File: src/rtl/mem_port_arbiter_pkg.sv
// rtl/mem_port_arbiter_pkg.sv - shared constants and types for the memory port arbiter
// Holds the FSM state codes, the port owner encoding and the default widths
// used by mem_port_arbiter and its read-tag pipeline.
package mem_port_arbiter_pkg;

    localparam int DEF_ADDR_W = 17;
    localparam int DEF_DATA_W = 32;
    localparam int DEF_RD_LAT = 1;

    // Word address bit that selects between the two RAM banks.
    localparam int BANK_BIT   = 16;
    localparam int RAM_ADDR_W = 16;

    localparam logic [1:0] ST_BOOT  = 2'd0;
    localparam logic [1:0] ST_RUN   = 2'd1;
    localparam logic [1:0] ST_DRAIN = 2'd2;

    typedef enum logic {
        OWN_P = 1'b0,
        OWN_L = 1'b1
    } owner_t;

endpackage

File: src/rtl/mem_port_arbiter_rd_tag_pipe.sv
// rtl/mem_port_arbiter_rd_tag_pipe.sv - RD_LAT-deep valid/owner/bank tag shift register
// Ports:
//   clk, rst_n                      clock, asynchronous active-low reset (clears all tags)
//   push_valid/owner/bank           tag of a read granted this cycle
//   pop_valid/owner/bank            tag of the read whose RAM data is on the bank outputs now
//   pending                         a read is still outstanding beyond the current cycle
module mem_port_arbiter_rd_tag_pipe
    import mem_port_arbiter_pkg::*;
#(
    parameter int RD_LAT = DEF_RD_LAT
) (
    input  logic   clk,
    input  logic   rst_n,
    input  logic   push_valid,
    input  owner_t push_owner,
    input  logic   push_bank,
    output logic   pop_valid,
    output owner_t pop_owner,
    output logic   pop_bank,
    output logic   pending
);

    logic [RD_LAT-1:0] valid_q, valid_d;
    logic [RD_LAT-1:0] owner_q, owner_d;
    logic [RD_LAT-1:0] bank_q,  bank_d;

    always_comb begin
        valid_d    = '0;
        owner_d    = '0;
        bank_d     = '0;
        valid_d[0] = push_valid;
        owner_d[0] = push_owner;
        bank_d[0]  = push_bank;
        for (int i = 1; i < RD_LAT; i++) begin
            valid_d[i] = valid_q[i-1];
            owner_d[i] = owner_q[i-1];
            bank_d[i]  = bank_q[i-1];
        end
    end

    always_ff @(posedge clk or negedge rst_n) begin
        if (!rst_n) begin
            valid_q <= '0;
            owner_q <= '0;
            bank_q  <= '0;
        end else begin
            valid_q <= valid_d;
            owner_q <= owner_d;
            bank_q  <= bank_d;
        end
    end

    assign pop_valid = valid_q[RD_LAT-1];
    assign pop_owner = owner_t'(owner_q[RD_LAT-1]);
    assign pop_bank  = bank_q[RD_LAT-1];

    // The last stage returns its data in the current cycle, so only the
    // earlier stages still count as outstanding once this cycle ends.
    always_comb begin
        pending = 1'b0;
        for (int i = 0; i < RD_LAT - 1; i++) begin
            pending = pending | valid_q[i];
        end
    end

endmodule

File: src/rtl/mem_port_arbiter.sv
// rtl/mem_port_arbiter.sv - processor/loader arbiter onto a two-bank single-port RAM
// Ports:
//   Clk, Rst_n              clock, asynchronous active-low reset
//   P_Req/We/Addr/Wdata     processor request; P_Gnt accept, P_Rvalid/P_Rdata read return
//   L_Req/We/Addr/Wdata     loader request;    L_Gnt accept, L_Rvalid/L_Rdata read return
//   L_Done                  one-cycle pulse: loader has finished the boot image
//   Proc_Run, P_Stall       processor may execute / processor request held off
//   Ram_Addr, Ram_Wdata     shared bank word address and write data
//   Ram0_*/Ram1_*           per-bank read/write strobes and read data
module mem_port_arbiter
    import mem_port_arbiter_pkg::*;
#(
    parameter int ADDR_W = DEF_ADDR_W,
    parameter int DATA_W = DEF_DATA_W,
    parameter int RD_LAT = DEF_RD_LAT
) (
    input  logic                  Clk,
    input  logic                  Rst_n,
    input  logic                  P_Req,
    input  logic                  P_We,
    input  logic [ADDR_W-1:0]     P_Addr,
    input  logic [DATA_W-1:0]     P_Wdata,
    output logic                  P_Gnt,
    output logic                  P_Rvalid,
    output logic [DATA_W-1:0]     P_Rdata,
    input  logic                  L_Req,
    input  logic                  L_We,
    input  logic [ADDR_W-1:0]     L_Addr,
    input  logic [DATA_W-1:0]     L_Wdata,
    output logic                  L_Gnt,
    output logic                  L_Rvalid,
    output logic [DATA_W-1:0]     L_Rdata,
    input  logic                  L_Done,
    output logic                  Proc_Run,
    output logic                  P_Stall,
    output logic [RAM_ADDR_W-1:0] Ram_Addr,
    output logic [DATA_W-1:0]     Ram_Wdata,
    output logic                  Ram0_Rden,
    output logic                  Ram0_Wren,
    output logic                  Ram1_Rden,
    output logic                  Ram1_Wren,
    input  logic [DATA_W-1:0]     Ram0_Rdata,
    input  logic [DATA_W-1:0]     Ram1_Rdata
);

    logic [1:0]        state_q, state_d;
    owner_t            last_q, last_d;
    logic [DATA_W-1:0] p_rdata_q, p_rdata_d;
    logic [DATA_W-1:0] l_rdata_q, l_rdata_d;

    logic              p_gnt, l_gnt, gnt_any;
    logic              win_we, win_bank;
    logic [ADDR_W-1:0] win_addr;
    logic [DATA_W-1:0] win_wdata;
    owner_t            win_owner;

    logic              pop_valid, pop_bank, rd_pending;
    owner_t            pop_owner;
    logic [DATA_W-1:0] ret_data;

    // Grants are gated by Rst_n so nothing is accepted while reset is held,
    // even though BOOT would otherwise pass L_Req straight through.
    always_comb begin
        p_gnt = 1'b0;
        l_gnt = 1'b0;
        if (Rst_n) begin
            case (state_q)
                ST_BOOT: l_gnt = L_Req;
                ST_RUN: begin
                    if (P_Req && L_Req) begin
                        if (last_q == OWN_P) l_gnt = 1'b1;
                        else                 p_gnt = 1'b1;
                    end else begin
                        p_gnt = P_Req;
                        l_gnt = L_Req;
                    end
                end
                default: ;
            endcase
        end
    end

    assign gnt_any = p_gnt || l_gnt;
    assign P_Gnt   = p_gnt;
    assign L_Gnt   = l_gnt;
    assign P_Stall = P_Req && !p_gnt;

    always_comb begin
        if (l_gnt) begin
            win_we    = L_We;
            win_addr  = L_Addr;
            win_wdata = L_Wdata;
            win_owner = OWN_L;
        end else begin
            win_we    = P_We;
            win_addr  = P_Addr;
            win_wdata = P_Wdata;
            win_owner = OWN_P;
        end
    end

    assign win_bank  = win_addr[BANK_BIT];
    assign Ram_Addr  = gnt_any ? win_addr[RAM_ADDR_W-1:0] : '0;
    assign Ram_Wdata = (gnt_any && win_we) ? win_wdata : '0;
    assign Ram0_Wren = gnt_any &&  win_we && !win_bank;
    assign Ram1_Wren = gnt_any &&  win_we &&  win_bank;
    assign Ram0_Rden = gnt_any && !win_we && !win_bank;
    assign Ram1_Rden = gnt_any && !win_we &&  win_bank;

    mem_port_arbiter_rd_tag_pipe #(
        .RD_LAT     (RD_LAT)
    ) u_rd_tag_pipe (
        .clk        (Clk),
        .rst_n      (Rst_n),
        .push_valid (gnt_any && !win_we),
        .push_owner (win_owner),
        .push_bank  (win_bank),
        .pop_valid  (pop_valid),
        .pop_owner  (pop_owner),
        .pop_bank   (pop_bank),
        .pending    (rd_pending)
    );

    // Returning data passes straight through in its Rvalid cycle and is
    // captured so each port keeps showing its last read afterwards.
    assign ret_data = pop_bank ? Ram1_Rdata : Ram0_Rdata;
    assign P_Rvalid = pop_valid && (pop_owner == OWN_P);
    assign L_Rvalid = pop_valid && (pop_owner == OWN_L);
    assign P_Rdata  = P_Rvalid ? ret_data : p_rdata_q;
    assign L_Rdata  = L_Rvalid ? ret_data : l_rdata_q;
    assign Proc_Run = (state_q == ST_RUN);

    always_comb begin
        p_rdata_d = P_Rdata;
        l_rdata_d = L_Rdata;
    end

    // last_q is forced to the loader while draining so the first contention
    // in RUN always favours the processor.
    always_comb begin
        state_d = state_q;
        last_d  = last_q;
        case (state_q)
            ST_BOOT: begin
                if (L_Done) state_d = ST_DRAIN;
            end
            ST_DRAIN: begin
                last_d = OWN_L;
                if (!rd_pending) state_d = ST_RUN;
            end
            ST_RUN: begin
                if (gnt_any) last_d = win_owner;
            end
            default: state_d = ST_BOOT;
        endcase
    end

    always_ff @(posedge Clk or negedge Rst_n) begin
        if (!Rst_n) begin
            state_q   <= ST_BOOT;
            last_q    <= OWN_L;
            p_rdata_q <= '0;
            l_rdata_q <= '0;
        end else begin
            state_q   <= state_d;
            last_q    <= last_d;
            p_rdata_q <= p_rdata_d;
            l_rdata_q <= l_rdata_d;
        end
    end

endmodule

File: config.mk
export PLATFORM = sky130hd
export DESIGN_NAME = mem_port_arbiter
export DESIGN_NICKNAME = d
export VERILOG_FILES = /design/src/rtl/mem_port_arbiter_pkg.sv /design/src/rtl/mem_port_arbiter_rd_tag_pipe.sv /design/src/rtl/mem_port_arbiter.sv
export SDC_FILE = /design/constraint.sdc
export NUM_CORES = 1
export LEC_CHECK = 0
export BUFFER_PORTS_ARGS = -buffer_cell sky130_fd_sc_hd__buf_2
export CORE_AREA = 2 2 112 114
export DETAILED_ROUTE_END_ITERATION = 8
export DIE_AREA = 0 0 114 116
export PLACE_DENSITY = 0.71
export REMOVE_ABC_BUFFERS = 1
export SYNTH_ARGS = -nofsm -noshare
export SYNTH_HDL_FRONTEND = slang
export SYNTH_SLANG_ARGS = --single-unit
export TNS_END_PERCENT = 100
File: constraint.sdc
create_clock -name Clk -period 1.9 [get_ports Clk]
set_clock_uncertainty 0.05 [all_clocks]
set_input_delay 0 -clock Clk [delete_from_list [all_inputs] [get_ports Clk]]
set_output_delay 0 -clock Clk [all_outputs]
set_load 0.01 [all_outputs]
; Yosys cells after proc, flatten, opt, wreduce, memory -nomap -nowiden
; Index checks and enable logic that the tools add are counted.
[totals]
ff_bits = 70
latch_bits = 0
mem_bits_rw = 0
mem_bits_ro = 0
input_bits = 169
output_inout_bits = 122
wordCells = 52
n_memories = 0
[op_classes]
n_addsub = 0
multipliers = 0
div_mod_pow = 0
magnitude_cmp = 0
n_eq_ne = 4
shift = 0
mux = 21
bitwise = 2
reduce_logical = 18
[op_table]
columns = cell, n
row1 = 2-to-1 mux 32 bit, 5
row2 = 2-to-1 mux 17 bit, 1
row3 = 2-to-1 mux 16 bit, 1
row4 = logical AND 1 bit, 10
row5 = 2-to-1 mux 1 bit, 10
row6 = case mux 2 bit (3 select lines), 1
row7 = case mux 1 bit (2 select lines), 2
row8 = AND reduction 2 bit, 2
row9 = zero test 1 bit, 3
row10 = "== test 2 x 1 -> 1 bit, second input constant", 1
row11 = "== test 2 bit, second input constant", 1
row12 = zero test 2 bit, 1
row13 = 2-to-1 mux 2 bit, 1
row14 = "inequality test 2 x 1 -> 1 bit, second input constant", 1
row15 = "inequality test 2 bit, second input constant", 1
row16 = inverter 1 bit, 2
row17 = nonzero test 2 bit, 1
row18 = logical OR 1 bit, 1

; Logic depth before layout (Yosys ltp)
; Gate-level depths: netlist of run 1.
[depth]
ltp_word = 8
ltp_mapped = 6
ltp_nobuf = 4

; Modules after synthesis
; A second synthesis of run 1 with hierarchy kept.
[hier_totals]
cells_unflattened = 464
area_unflattened_um2 = 3957.5
[by_module_without_submodules]
columns = mod, instances, cells_per_inst, area_per_inst_um2, seq_area_each_um2
row1 = mem_port_arbiter, 1, 459, 3871.2, 1677.9
row2 = mem_port_arbiter_rd_tag_pipe, 1, 5, 86.3, 75.1

; Least setup slack after synthesis of run 1
; OpenSTA, ideal clock, no wires.
[synth_path]
path_type = reg2reg
start = register u_rd_tag_pipe.bank_q (netlist: u_rd_tag_pipe.pop_bank)
end = register p_rdata_q[11]
setup_ns = 0.148
arrival_time_ns = 1.230
t_required_ns = 1.702
path_slack_ns = 0.472
path_stages_with_launch = 5
path_buffers = 2
path_cell_list = dfrtp_1 -> clkbuf_1 -> buf_2 -> mux2i_1 -> o21ai_0
[synth_between]
elab_chain_len = 2
[synth_lines]
columns = element, line_no
row1 = start: declaration, mem_port_arbiter_rd_tag_pipe.sv:25  ; logic [RD_LAT-1:0] bank_q, bank_d;
row2 = start signal: assignment, mem_port_arbiter_rd_tag_pipe.sv:49  ; bank_q <= bank_d;
row3 = 2-to-1 mux 32 bit, mem_port_arbiter.sv:126  ; assign ret_data = pop_bank ? Ram1_Rdata : Ram0_Rdata;
row4 = 2-to-1 mux 32 bit, mem_port_arbiter.sv:129  ; assign P_Rdata = P_Rvalid ? ret_data : p_rdata_q;
row5 = net P_Rdata[11], mem_port_arbiter.sv:25  ; output logic [DATA_W-1:0] P_Rdata,
row6 = end signal: assignment, mem_port_arbiter.sv:167  ; p_rdata_q <= p_rdata_d;
row7 = end: declaration, mem_port_arbiter.sv:48  ; logic [DATA_W-1:0] p_rdata_q, p_rdata_d;
; The timed path passes the listed nets, and every way through them passes these cells.
; A chain may end at the register's enable or synchronous reset.

; Worst setup path after layout of run 1
[layout_path]
start = register u_rd_tag_pipe.bank_q (netlist: u_rd_tag_pipe.pop_bank)
end = register p_rdata_q[10]
[layout_between]
elab_chain_len = 2
[layout_lines]
columns = element, line_no
row1 = 2-to-1 mux 32 bit, mem_port_arbiter.sv:126
row2 = 2-to-1 mux 32 bit, mem_port_arbiter.sv:129
; Every way passes these cells.

==> metrics.md, run 1 <==
| Metric | Value |
|---|---|
| Crit path max fanout | `14` |
| Met3 Use GR | `5.492%` |
| Via count | `4669` |
| Starting DRT DRC Count | `217` |
| Deepest clock path buffer count | `2` |
| Most common cell after layout, fill and taps aside | `buf_2` |
| Die height | `116 um` |
| Final setup violation count | `0` |
| Inst Count DP | `869` |
| Num CTS Buffers | `9` |
| Final max-slew violation count | `0` |
| Post-synthesis cell type count | `35` |
| Yosys reg bits | `70` |
| WL per Instance | `16.05 um` |
| First-pass GRT wire length | `22.00 mm` |
| WHS | `-0.02385 ns` |
| Detail Placement HPWL | `10.52 mm` |
| Synth async-reset ratio | `100.0%` |
| RD Place Congestion | `0.7866` |
| Setup repair after global routing missed its margin | `yes` |
| Critical path required time | `2.06 ns` |
| GRT met1 Usage | `24.32%` |
| Drt drc | `0` |
| Largest net degree at the start of global routing | `70` |
| Outcome | `finished, violations left` |
| Leakage | `0.003278 uW` |
| Total wire length | `14.94 mm` |
| Root buf cell | `clkbuf_16` |
| Hold Path Class | `in -> reg` |
| Slowest-stage cell, CP | `dfrtp_4` |
| Layout cells sized above 1 | `44.83%` |
| Row count | `40` |
| Sequence of cells on the critical path | `buf_4, mux2i_2, o21ai_1, dlygate4sd3_1` |
| CP max stage delay | `0.58 ns` |
| Mapped Area | `0.003943 mm^2` |
| Met2 usage | `38.21%` |
| IO Port Bufs | `290` |
| Yosys warns | `0` |
| Fmax | `0.5352 GHz` |
| Chip width | `114 um` |
| Power per cell area | `1222 mW/mm^2` |
| Clk pin slew, worst setup/hold paths | `0.06 ns` |
| Non-Filler Instances | `931` |
| Most Crowded Layer GR | `met2` |
| CORE AREA | `0.01191 mm^2` |
| DIE AREA | `0.01322 mm^2` |
| Max-Slew Margin vs Limit | `40.93%` |
| Initial antenna violation count | `1` |
| Final global-route overflow total | `0` |
| Vias in the first global route | `4422` |
| Path type of the worst setup path | `reg -> reg` |
| Max Cap Viol | `0` |
| Post-synth EDFFs | `0` |
| Hold Vio Cnt, Final | `1` |
| Violated checks | `negative hold slack` |
| Seq/Total Area, Yosys | `44.46%` |
| First-pass detailed-route iteration total | `4` |
| ANT nets after route | `0` |
| Cells after Synth | `462` |
| H-tree depth | `3` |
| Post-synth top flop | `dfrtp_1` |
| CTS tree | `yes` |
| Period utilization | `98.34%` |
| Overall routing resource usage | `21.29%` |
| Clk sink count | `70` |
| FF-to-FF setup slack | `0.03 ns` |
| Total Power | `7866 uW` |
| Tightest Pin Transition | `0.8861 ns` |
| # IOs | `291` |
| Clk_lat worst skew | `0.33 ns` |
| Nets | `947` |
| Critical path arrival | `2.03 ns` |
| Synth Area per Inst | `8.534 um^2` |
| Max VDD drop | `0.4634 mV` |
| Initial core utilization | `33.10%` |
| Minimum clock period | `1.868 ns` |
| Commonest cells after routing, fill and taps aside | `buf_2, dfrtp_1, nand2_1` |
| Startpoint Class | `flop` |
| Critical Path Sink Type | `flop` |
| Via density | `5.015` |
| Synth-to-Final Area Change | `63.35%` |
## critical path: cells and delay by family, from the launching register on
kind                   cells  cell delay (ns)
AOI/OAI and AO/OA          1             0.11
DFF                        1             0.58
buffers and inverters      2             0.77
muxes                      1             0.23
## cell families (layout without fill, tap and decap cells)
| family | Yosys count | in the layout | synth area share, % |
|---|---|---|---|
| buffers and inverters | 51 | 371 | 6.601 |
| DFF | 70 | 70 | 44.46 |
| muxes | 32 | 32 | 8.124 |
| AOI/OAI and AO/OA | 139 | 139 | 21.36 |
| xor gates and xnor gates | 1 | 1 | 0.2222 |
| other | 0 | 1 | 0 |
| and+or+nand+nor | 169 | 170 | 19.23 |
## metrics by stage
| step | utilization [%] | setup WS [ns] | TNS, ns | hold WS, ns | cell area (um^2) |
|---|---|---|---|---|---|
| after floorplan | - | -0.3513 | -19.46 | -0.3456 | 3697 |
| after global placement | 46.65 | 0.3382 | 0 | -0.2460 | 5557 |
| after detailed placement | 46.65 | 0.2603 | 0 | -0.2463 | 5557 |
| after CTS | 52.72 | -0.006522 | -0.01101 | 0.001003 | 6280 |
| after global routing | 54.07 | -0.01467 | -0.03442 | 0.02646 | 6440 |
| final | 54.07 | 0.03152 | 0 | -0.02385 | 6440 |
## sequential cells by signal, indices dropped and copies added, names as in the netlist
signal,cells
l_rdata_q,32
last_q,1
p_rdata_q,32
state_q,2
u_rd_tag_pipe.pop_bank,1
u_rd_tag_pipe.pop_owner,1
u_rd_tag_pipe.pop_valid,1
## final cells by class
class / count / area (um^2)
clock inverter: 4 / 77.57
clock buffer: 12 / 256.5
timing repair buffer: 351 / 2132
tap: 147 / 183.9
inverter: 4 / 15.01
fill: 1128 / 5472
antenna: 1 / 2.502
sequential: 70 / 1759
multi-input combinational: 342 / 2013
## path summary, 6_finish.rpt
check	start	to	cells after the start
setup / recovery	u_rd_tag_pipe.pop_bank	p_rdata_q[10]	4
hold / removal	Ram0_Rdata[30]	p_rdata_q[30]	3
setup reg to reg	u_rd_tag_pipe.pop_bank	p_rdata_q[10]	4
hold reg to reg	p_rdata_q[24]	p_rdata_q[24]	2
max in group asynchronous	Rst_n	u_rd_tag_pipe.pop_bank	3
min in group asynchronous	Rst_n	l_rdata_q[9]	3
## report_power, final
| group | internal (uW) | switching [uW] | total [uW] |
|---|---|---|---|
| Clock | 1230 | 614 | 1840 |
| Sequential | 2190 | 250 | 2440 |
| Combinational | 1540 | 2040 | 3580 |
## cells in the mapped netlist, drive strengths merged, types with 2 or more instances
library cell | count | area share (%)
a21oi | 49 | 6.2
nand4b | 2 | 0.44
nand2 | 67 | 6.4
nand3 | 19 | 2.4
nor2 | 34 | 3.2
clkbuf | 18 | 1.7
buf | 29 | 4.5
nor3 | 33 | 4.2
dfrtp | 69 | 44
nand2b | 2 | 0.32
o21ai | 50 | 6.3
mux2i | 32 | 8.1
a31o | 35 | 7.8
nor2b | 2 | 0.32
and3 | 3 | 0.60
inv | 4 | 0.38
## per-layer routing
metal  part of all wire [%]  vias to the layer above
met4                    2.0                        0
met3                    8.3                       21
met1                     38                     2138
li1                       -                     2275
met5                      0                        -
met2                     51                      235
## timing repair
action	CTS	global route
endpoints found under the setup margin	17	47
gates cloned	1	2
gates resized for setup	6	19
hold buffers	36	0
pin swaps	1	1
endpoints found under the hold margin	91	0
setup buffers	0	6
(Power assumes the default switching activity.)
==> run 2, diff against run 1 <==
- PLACE_DENSITY: 0.71 -> 0.72
- SYNTH_HIERARCHICAL: default -> 1
==> metrics.md, run 2 <==
| Metric | Value |
|---|---|
| Outcome | `finished clean (was finished, violations left)` |
| CP max stage delay | `0.45 ns (was 0.58 ns)` |
| Deepest clock path buffer count | `2 (unchanged)` |
| Final setup violation count | `0 (unchanged)` |
| ANT cells | `0 (was 1)` |
| Hold depth | `3 (unchanged)` |
| RD Place Congestion | `0.8399 (was 0.7866)` |
| Clock share of power | `24.0% (was 23.4%)` |
| Crit path max fanout | `27 (was 14)` |
| WL per Instance | `15.00 um (was 16.05 um)` |
| Hold Path Class | `in -> reg (unchanged)` |
| Sequence of cells on the critical path | `a21o_1, and3_4, buf_12, a31o_2, buf_2 (was buf_4, mux2i_2, o21ai_1, dlygate4sd3_1)` |
| Minimum clock period | `1.832 ns (was 1.868 ns)` |
| Detail Placement HPWL | `10.24 mm (was 10.52 mm)` |
| First-pass detailed-route iteration total | `4 (unchanged)` |
| Tightest Pin Transition | `0.8284 ns (was 0.8861 ns)` |
| Initial core utilization | `33.22% (was 33.10%)` |
| Die height | `116 um (unchanged)` |
| Post-synthesis cell type count | `36 (was 35)` |
| Cell with the most instances after synthesis | `dfrtp_1 (unchanged)` |
| CTS tree | `yes (unchanged)` |
| Setup TNS | `0 ns (unchanged)` |
| Clk pin slew, worst setup/hold paths | `0.06 ns (about the same)` |
| ANT nets after route | `0 (unchanged)` |
| Post-synth EDFFs | `0 (unchanged)` |
| H-tree depth | `3 (unchanged)` |
| Root buf cell | `clkbuf_16 (unchanged)` |
| NetSw | `2699 uW (was 2902 uW)` |
| First-pass GRT wire length | `20.80 mm (was 22.00 mm)` |
| Via density | `4.936 (was 5.015)` |
| Final max-slew violation count | `0 (unchanged)` |
| Initial antenna violation count | `0 (was 1)` |
| Largest regs | `l_rdata_q: 32 flops, p_rdata_q: 32 flops, state_q: 2 flops (unchanged)` |
| Fill cells | `1161 (was 1128)` |
| Row count | `40 (unchanged)` |
| # IOs | `291 (unchanged)` |
| Layout cells sized above 1 | `45.03% (was 44.83%)` |
| R2R depth | `5 (was 4)` |
| Leakage | `0.003149 uW (was 0.003278 uW)` |
| Period utilization | `96.40% (was 98.34%)` |
| Max Cap Viol | `0 (unchanged)` |
| Most common cell after layout, fill and taps aside | `buf_2 (unchanged)` |
| Critical path arrival | `1.78 ns (was 2.03 ns)` |
| Commonest cells after routing, fill and taps aside | `buf_2, dfrtp_1, nand2_1 (unchanged)` |
| Mapped Area | `0.003958 mm^2 (was 0.003943 mm^2)` |
| Power per cell area | `1202 mW/mm^2 (was 1222 mW/mm^2)` |
| Critical Path Sink Type | `primary output (was flop)` |
| Seq/Total Area, Yosys | `44.29% (was 44.46%)` |
| Critical path required time | `1.85 ns (was 2.06 ns)` |
| Max VDD drop | `0.4231 mV (was 0.4634 mV)` |
| Register share of total power | `32.0% (was 31.1%)` |
| Startpoint Class | `flop (unchanged)` |
| Dominant cell type by area after synthesis | `dfrtp_1 (unchanged)` |
| Via count | `4497 (was 4669)` |
| Nets | `929 (was 947)` |
| DIE AREA | `0.01322 mm^2 (unchanged)` |
| Top-area cell type share of the netlist area | `43.63% (was 43.80%)` |
| Slowest-stage cell, CP | `dfrtp_2 (was dfrtp_4)` |
| Synth async-reset ratio | `100.0% (unchanged)` |
| Setup repair after global routing missed its margin | `yes (unchanged)` |
| Final global-route overflow total | `0 (unchanged)` |
| Total Power | `7420 uW (was 7866 uW)` |
| CORE AREA | `0.01191 mm^2 (unchanged)` |
| Path type of the worst setup path | `reg -> out (was reg -> reg)` |
| Cell-internal power | `4721 uW (was 4965 uW)` |
| Starting DRT DRC Count | `281 (was 217)` |
| Overall routing resource usage | `19.77% (was 21.29%)` |
| Switching share of total power | `36.37% (was 36.89%)` |
| Max-Slew Margin vs Limit | `44.77% (was 40.93%)` |
| Num CTS Buffers | `9 (unchanged)` |
| Total wire length | `13.67 mm (was 14.94 mm)` |
| Gate power share | `44.0% (was 45.5%)` |
| Clk sink count | `70 (unchanged)` |
| Register area | `0.001757 mm^2 (was 0.001759 mm^2)` |
| Yosys reg bits | `70 (unchanged)` |
| Yosys warns | `6 (was 0)` |
| Post-synth top flop | `dfrtp_1 (unchanged)` |
| Chip width | `114 um (unchanged)` |
| Synth-to-Final Area Change | `55.93% (was 63.35%)` |
| Largest net degree at the start of global routing | `68 (was 70)` |
| IO Port Bufs | `290 (unchanged)` |
| Synth Area per Inst | `8.529 um^2 (was 8.534 um^2)` |
| Vias in the first global route | `4200 (was 4422)` |
| Synth cell count leaders | `dfrtp_1, nand2_1, a21oi_1, o21ai_0, nor2_1 (was dfrtp_1, nand2_1, a21oi_1, a31o_1, nor2_1)` |
| Cells after Synth | `464 (was 462)` |
| Hold Vio Cnt, Final | `0 (was 1)` |
| Clk_lat worst skew | `0.32 ns (was 0.33 ns)` |
| Drt drc | `0 (unchanged)` |
| Area of the multi-input gates | `0.001979 mm^2 (was 0.002013 mm^2)` |
| Fmax | `0.5460 GHz (was 0.5352 GHz)` |
| Synth top area cells | `dfrtp_1, mux2i_1, a31o_1 (unchanged)` |
-- run 2: cell count changes after synthesis, sizes merged --
cell	previous run	this run
clkbuf	18	13
buf	29	33
nor2	34	36
a21o	1	2
and2b	1	0
conb	0	1
mux2i	32	33
nor2b	2	3
nor3b	1	0
xor2	1	0
-- run 2: cell type report --
cell class              count  share of cell area (%)
flip-flops and latches     70                   28.47
clock inverters             5                   1.358
clock buffers              10                   3.873
well taps                 147                   2.981
inverters                   4                  0.2433
repair buffers            331                   31.00
multi-input cells         344                   32.08
-- run 2: kinds of logic (layout without fill, tap and decap cells) --
group	after synthesis	in the layout	share of synthesized area, %
simple gates	170	170	19.13
compound gates	140	140	21.59
flops	70	70	44.29
buf+inv	50	350	6.544
mux	33	33	8.347
other cells	1	1	0.09476
-- run 2: power by group through the flow --
stage / registers (uW) / logic [uW] / clock network, uW
finish: 2370 / 3260 / 1780
floorplan: 2380 / 1640 / 0
detailed placement: 2390 / 3110 / 0
global route: 2440 / 3610 / 1900
global placement: 2360 / 3060 / 0
CTS: 2370 / 3230 / 1840
-- run 2: repair_timing --
action / 4_1_cts / 5_1_grt
resized for setup: 7 / 15
setup endpoints to repair: 35 / 59
hold buffers: 21 / 0
pin swaps: 0 / 2
hold endpoints to repair: 81 / 0
setup buffers: 0 / 2
-- run 2: critical path, delay by kind of cell, from the launching register on --
family,cells,cell delay (ns)
and+or+nand+nor,1,0.24
AOI/OAI and AO/OA,2,0.46
buffers and inverters,2,0.29
DFF,1,0.45
-- run 2: metrics by stage --
stage	setup slack (ns)	hold slack, ns	instance area, um^2	instances	utilization [%]
6_report	0.06843	0.004101	6171	911	51.81
5_1_grt	-0.01468	0.03747	6171	911	51.81
4_1_cts	0.01132	0.001695	6110	909	51.29
3_5_place_dp	0.2994	-0.2255	5555	873	46.64
3_3_place_gp	0.2793	-0.2260	5555	873	46.64
2_1_floorplan	-0.2265	-0.3456	3714	418	-
-- run 2: routing by layer --
metal | share of wire, % | global-route usage (%)
met1 | 39 | 22.96
met2 | 50 | 35.08
met3 | 8.9 | 4.969
met4 | 1.9 | 7.886
met5 | 0 | 0
-- run 2: final timing paths --
kind | from | endpoint | slack [ns]
worst max-delay path | state_q[0] | Ram_Wdata[0] | 0.07
worst min-delay path | Ram0_Rdata[6] | l_rdata_q[6] | 0.004
worst max register to register | last_q | u_rd_tag_pipe/pop_bank | 0.09
worst min register to register | p_rdata_q[0] | p_rdata_q[0] | 0.43
max in group asynchronous | Rst_n | p_rdata_q[0] | 0.79
min in group asynchronous | Rst_n | last_q | 0.18
==> run 3, diff against run 2 <==
- PLACE_DENSITY: 0.72 -> 0.68
==> metrics.md, run 3 (same netlist as run 2, synthesis figures left out) <==
| Metric | Value |
|---|---|
| Final global-route overflow total | `0 (unchanged)` |
| Gate power share | `45.5% (was 44.0%)` |
| NetSw | `2739 uW (was 2699 uW)` |
| Final max-slew violation count | `0 (unchanged)` |
| Via count | `4597 (was 4497)` |
| ANT nets after route | `0 (unchanged)` |
| Clock share of power | `22.2% (was 24.0%)` |
| Starting DRT DRC Count | `227 (was 281)` |
| FF-to-FF setup slack | `0.08 ns (was 0.09 ns)` |
| Fmax | `0.5441 GHz (was 0.5460 GHz)` |
| Most common cell after layout, fill and taps aside | `buf_2 (unchanged)` |
| RD Place Congestion | `0.8414 (was 0.8399)` |
| Nets | `936 (was 929)` |
| Initial core utilization | `33.22% (unchanged)` |
| Hold Path Class | `in -> reg (unchanged)` |
| Post-place setup slack | `0.2144 ns (was 0.2994 ns)` |
| Hold Startpoint | `Ram1_Rdata[20] (was Ram0_Rdata[6])` |
| Hold Vio Cnt, Final | `0 (unchanged)` |
| Overall routing resource usage | `19.35% (was 19.77%)` |
| Commonest cells after routing, fill and taps aside | `buf_2, dfrtp_1, nand2_1 (unchanged)` |
| DIE AREA | `0.01322 mm^2 (unchanged)` |
| Num CTS Buffers | `9 (unchanged)` |
| Period utilization | `96.73% (was 96.40%)` |
| Minimum clock period | `1.838 ns (was 1.832 ns)` |
| Fill cells | `1118 (was 1161)` |
| Fin area | `0.006213 mm^2 (was 0.006171 mm^2)` |
| Crit path max fanout | `25 (was 27)` |
| Total wire length | `13.60 mm (was 13.67 mm)` |
| Total Power | `7394 uW (was 7420 uW)` |
| Tightest Pin Transition | `0.8238 ns (was 0.8284 ns)` |
| Chip width | `114 um (unchanged)` |
| DP Area | `0.005500 mm^2 (was 0.005555 mm^2)` |
| Cell-internal power | `4656 uW (was 4721 uW)` |
| First-pass detailed-route iteration total | `5 (was 4)` |
| # IOs | `291 (unchanged)` |
| Initial antenna violation count | `1 (was 0)` |
| Synth-to-Final Area Change | `57.00% (was 55.93%)` |
| R2R depth | `5 (unchanged)` |
| IO Port Bufs | `290 (unchanged)` |
| Largest regs | `l_rdata_q: 32 flops, p_rdata_q: 32 flops, state_q: 2 flops (unchanged)` |
| Largest net degree at the start of global routing | `68 (unchanged)` |
| Critical path required time | `1.85 ns (about the same)` |
| Max VDD drop | `0.4074 mV (was 0.4231 mV)` |
| Detail Placement HPWL | `9.775 mm (was 10.24 mm)` |
| PnR worst setup slack | `0.06217 ns (was 0.06843 ns)` |
| Row count | `40 (unchanged)` |
| Max-Slew Margin vs Limit | `45.08% (was 44.77%)` |
| Reg2reg start | `last_q (unchanged)` |
| Layout cells sized above 1 | `45.98% (was 45.03%)` |
| Power per cell area | `1190 mW/mm^2 (was 1202 mW/mm^2)` |
| WHS | `0.005233 ns (was 0.004101 ns)` |
| Setup TNS | `0 ns (unchanged)` |
| Max Cap Viol | `0 (unchanged)` |
| CORE AREA | `0.01191 mm^2 (unchanged)` |
| Register share of total power | `32.3% (was 32.0%)` |
| Critical Path Sink Type | `primary output (unchanged)` |
| Final setup violation count | `0 (unchanged)` |
| Startpoint Class | `flop (unchanged)` |
| First-pass GRT wire length | `20.46 mm (was 20.80 mm)` |
| H-tree depth | `3 (unchanged)` |
| Outcome | `finished clean (unchanged)` |
| Crit path launch | `last_q (was state_q[0])` |
| Die height | `116 um (unchanged)` |
| Clk_lat worst skew | `0.32 ns (about the same)` |
| Leakage | `0.003178 uW (was 0.003149 uW)` |
| Path type of the worst setup path | `reg -> out (unchanged)` |
| Hold depth | `3 (unchanged)` |
| Critical path arrival | `1.79 ns (was 1.78 ns)` |
| CTS tree | `yes (unchanged)` |
| Switching share of total power | `37.04% (was 36.37%)` |
| Deepest clock path buffer count | `2 (unchanged)` |
| Vias in the first global route | `4261 (was 4200)` |
| Clk pin slew, worst setup/hold paths | `0.06 ns (about the same)` |
| Clk sink count | `70 (unchanged)` |
| WL per Instance | `14.78 um (was 15.00 um)` |
| Root buf cell | `clkbuf_16 (unchanged)` |
| Via density | `4.997 (was 4.936)` |
| Drt drc | `0 (unchanged)` |
run 3: cell types whose count changed in the layout (fill, tap and decap cells not counted), sizes merged:
cell,delta
buf,+4
bufinv,-1
dlygate4sd3,+1
diode,+1
clkbuf,+1
and3,+2
clkinv,+1
run 3: path summary, 6_finish.rpt:
path	to
setup / recovery	Ram_Wdata[27]
hold / removal	l_rdata_q[20]
setup reg to reg	u_rd_tag_pipe/pop_bank
hold reg to reg	p_rdata_q[6]
max in group asynchronous	p_rdata_q[30]
min in group asynchronous	state_q[1]
run 3: per-layer routing:
| metal | global-route usage [%] | wire length (um) | vias up |
|---|---|---|---|
| li1 | - | - | 2256 |
| met3 | 5.335 | 1156 | 27 |
| met4 | 8.049 | 354 | 0 |
| met1 | 22.51 | 5311 | 2083 |
| met5 | 0 | 0 | - |
| met2 | 33.77 | 6777 | 231 |
run 3: power by group through the flow:
stage,sequential [uW],clock (uW),combinational (uW)
6_report,2390,1640,3360
5_1_grt,2450,1780,3690
4_1_cts,2390,1720,3210
3_5_place_dp,2400,0,3070
3_3_place_gp,2370,0,3010
2_1_floorplan,2380,0,1640
run 3: cell type report:
class / instances / area [um^2] / area share (%)
Antenna cell: 1 / 2.502 / 0.04027
Clock buffer: 11 / 242.7 / 3.907
Clock inverter: 5 / 58.81 / 0.9464
Inverter: 4 / 15.01 / 0.2416
Multi-Input combinational cell: 346 / 2016 / 32.44
Sequential cell: 70 / 1757 / 28.27
Tap cell: 147 / 183.9 / 2.960
Timing Repair Buffer: 336 / 1938 / 31.19
run 3: what timing repair did:
action,CTS,global route
hold buffers,22,0
endpoints found under the hold margin,17,0
pin swaps,1,3
endpoints found under the setup margin,48,57
setup buffers,0,13
gates resized for setup,7,14
gates cloned,1,1
run 3: critical path: stages, from the launching register on:
cell and delay, ns:
dfstp_2 0.60, and3_4 0.26, buf_12 0.17, nor3_1 0.07, a31o_1 0.22, buf_2 0.15
run 3: stage by stage:
stage,cells,utilization (%)
floorplan,418,-
global placement,866,46.18
detailed placement,866,46.18
CTS,905,50.82
global route,919,52.14
finish,920,52.16
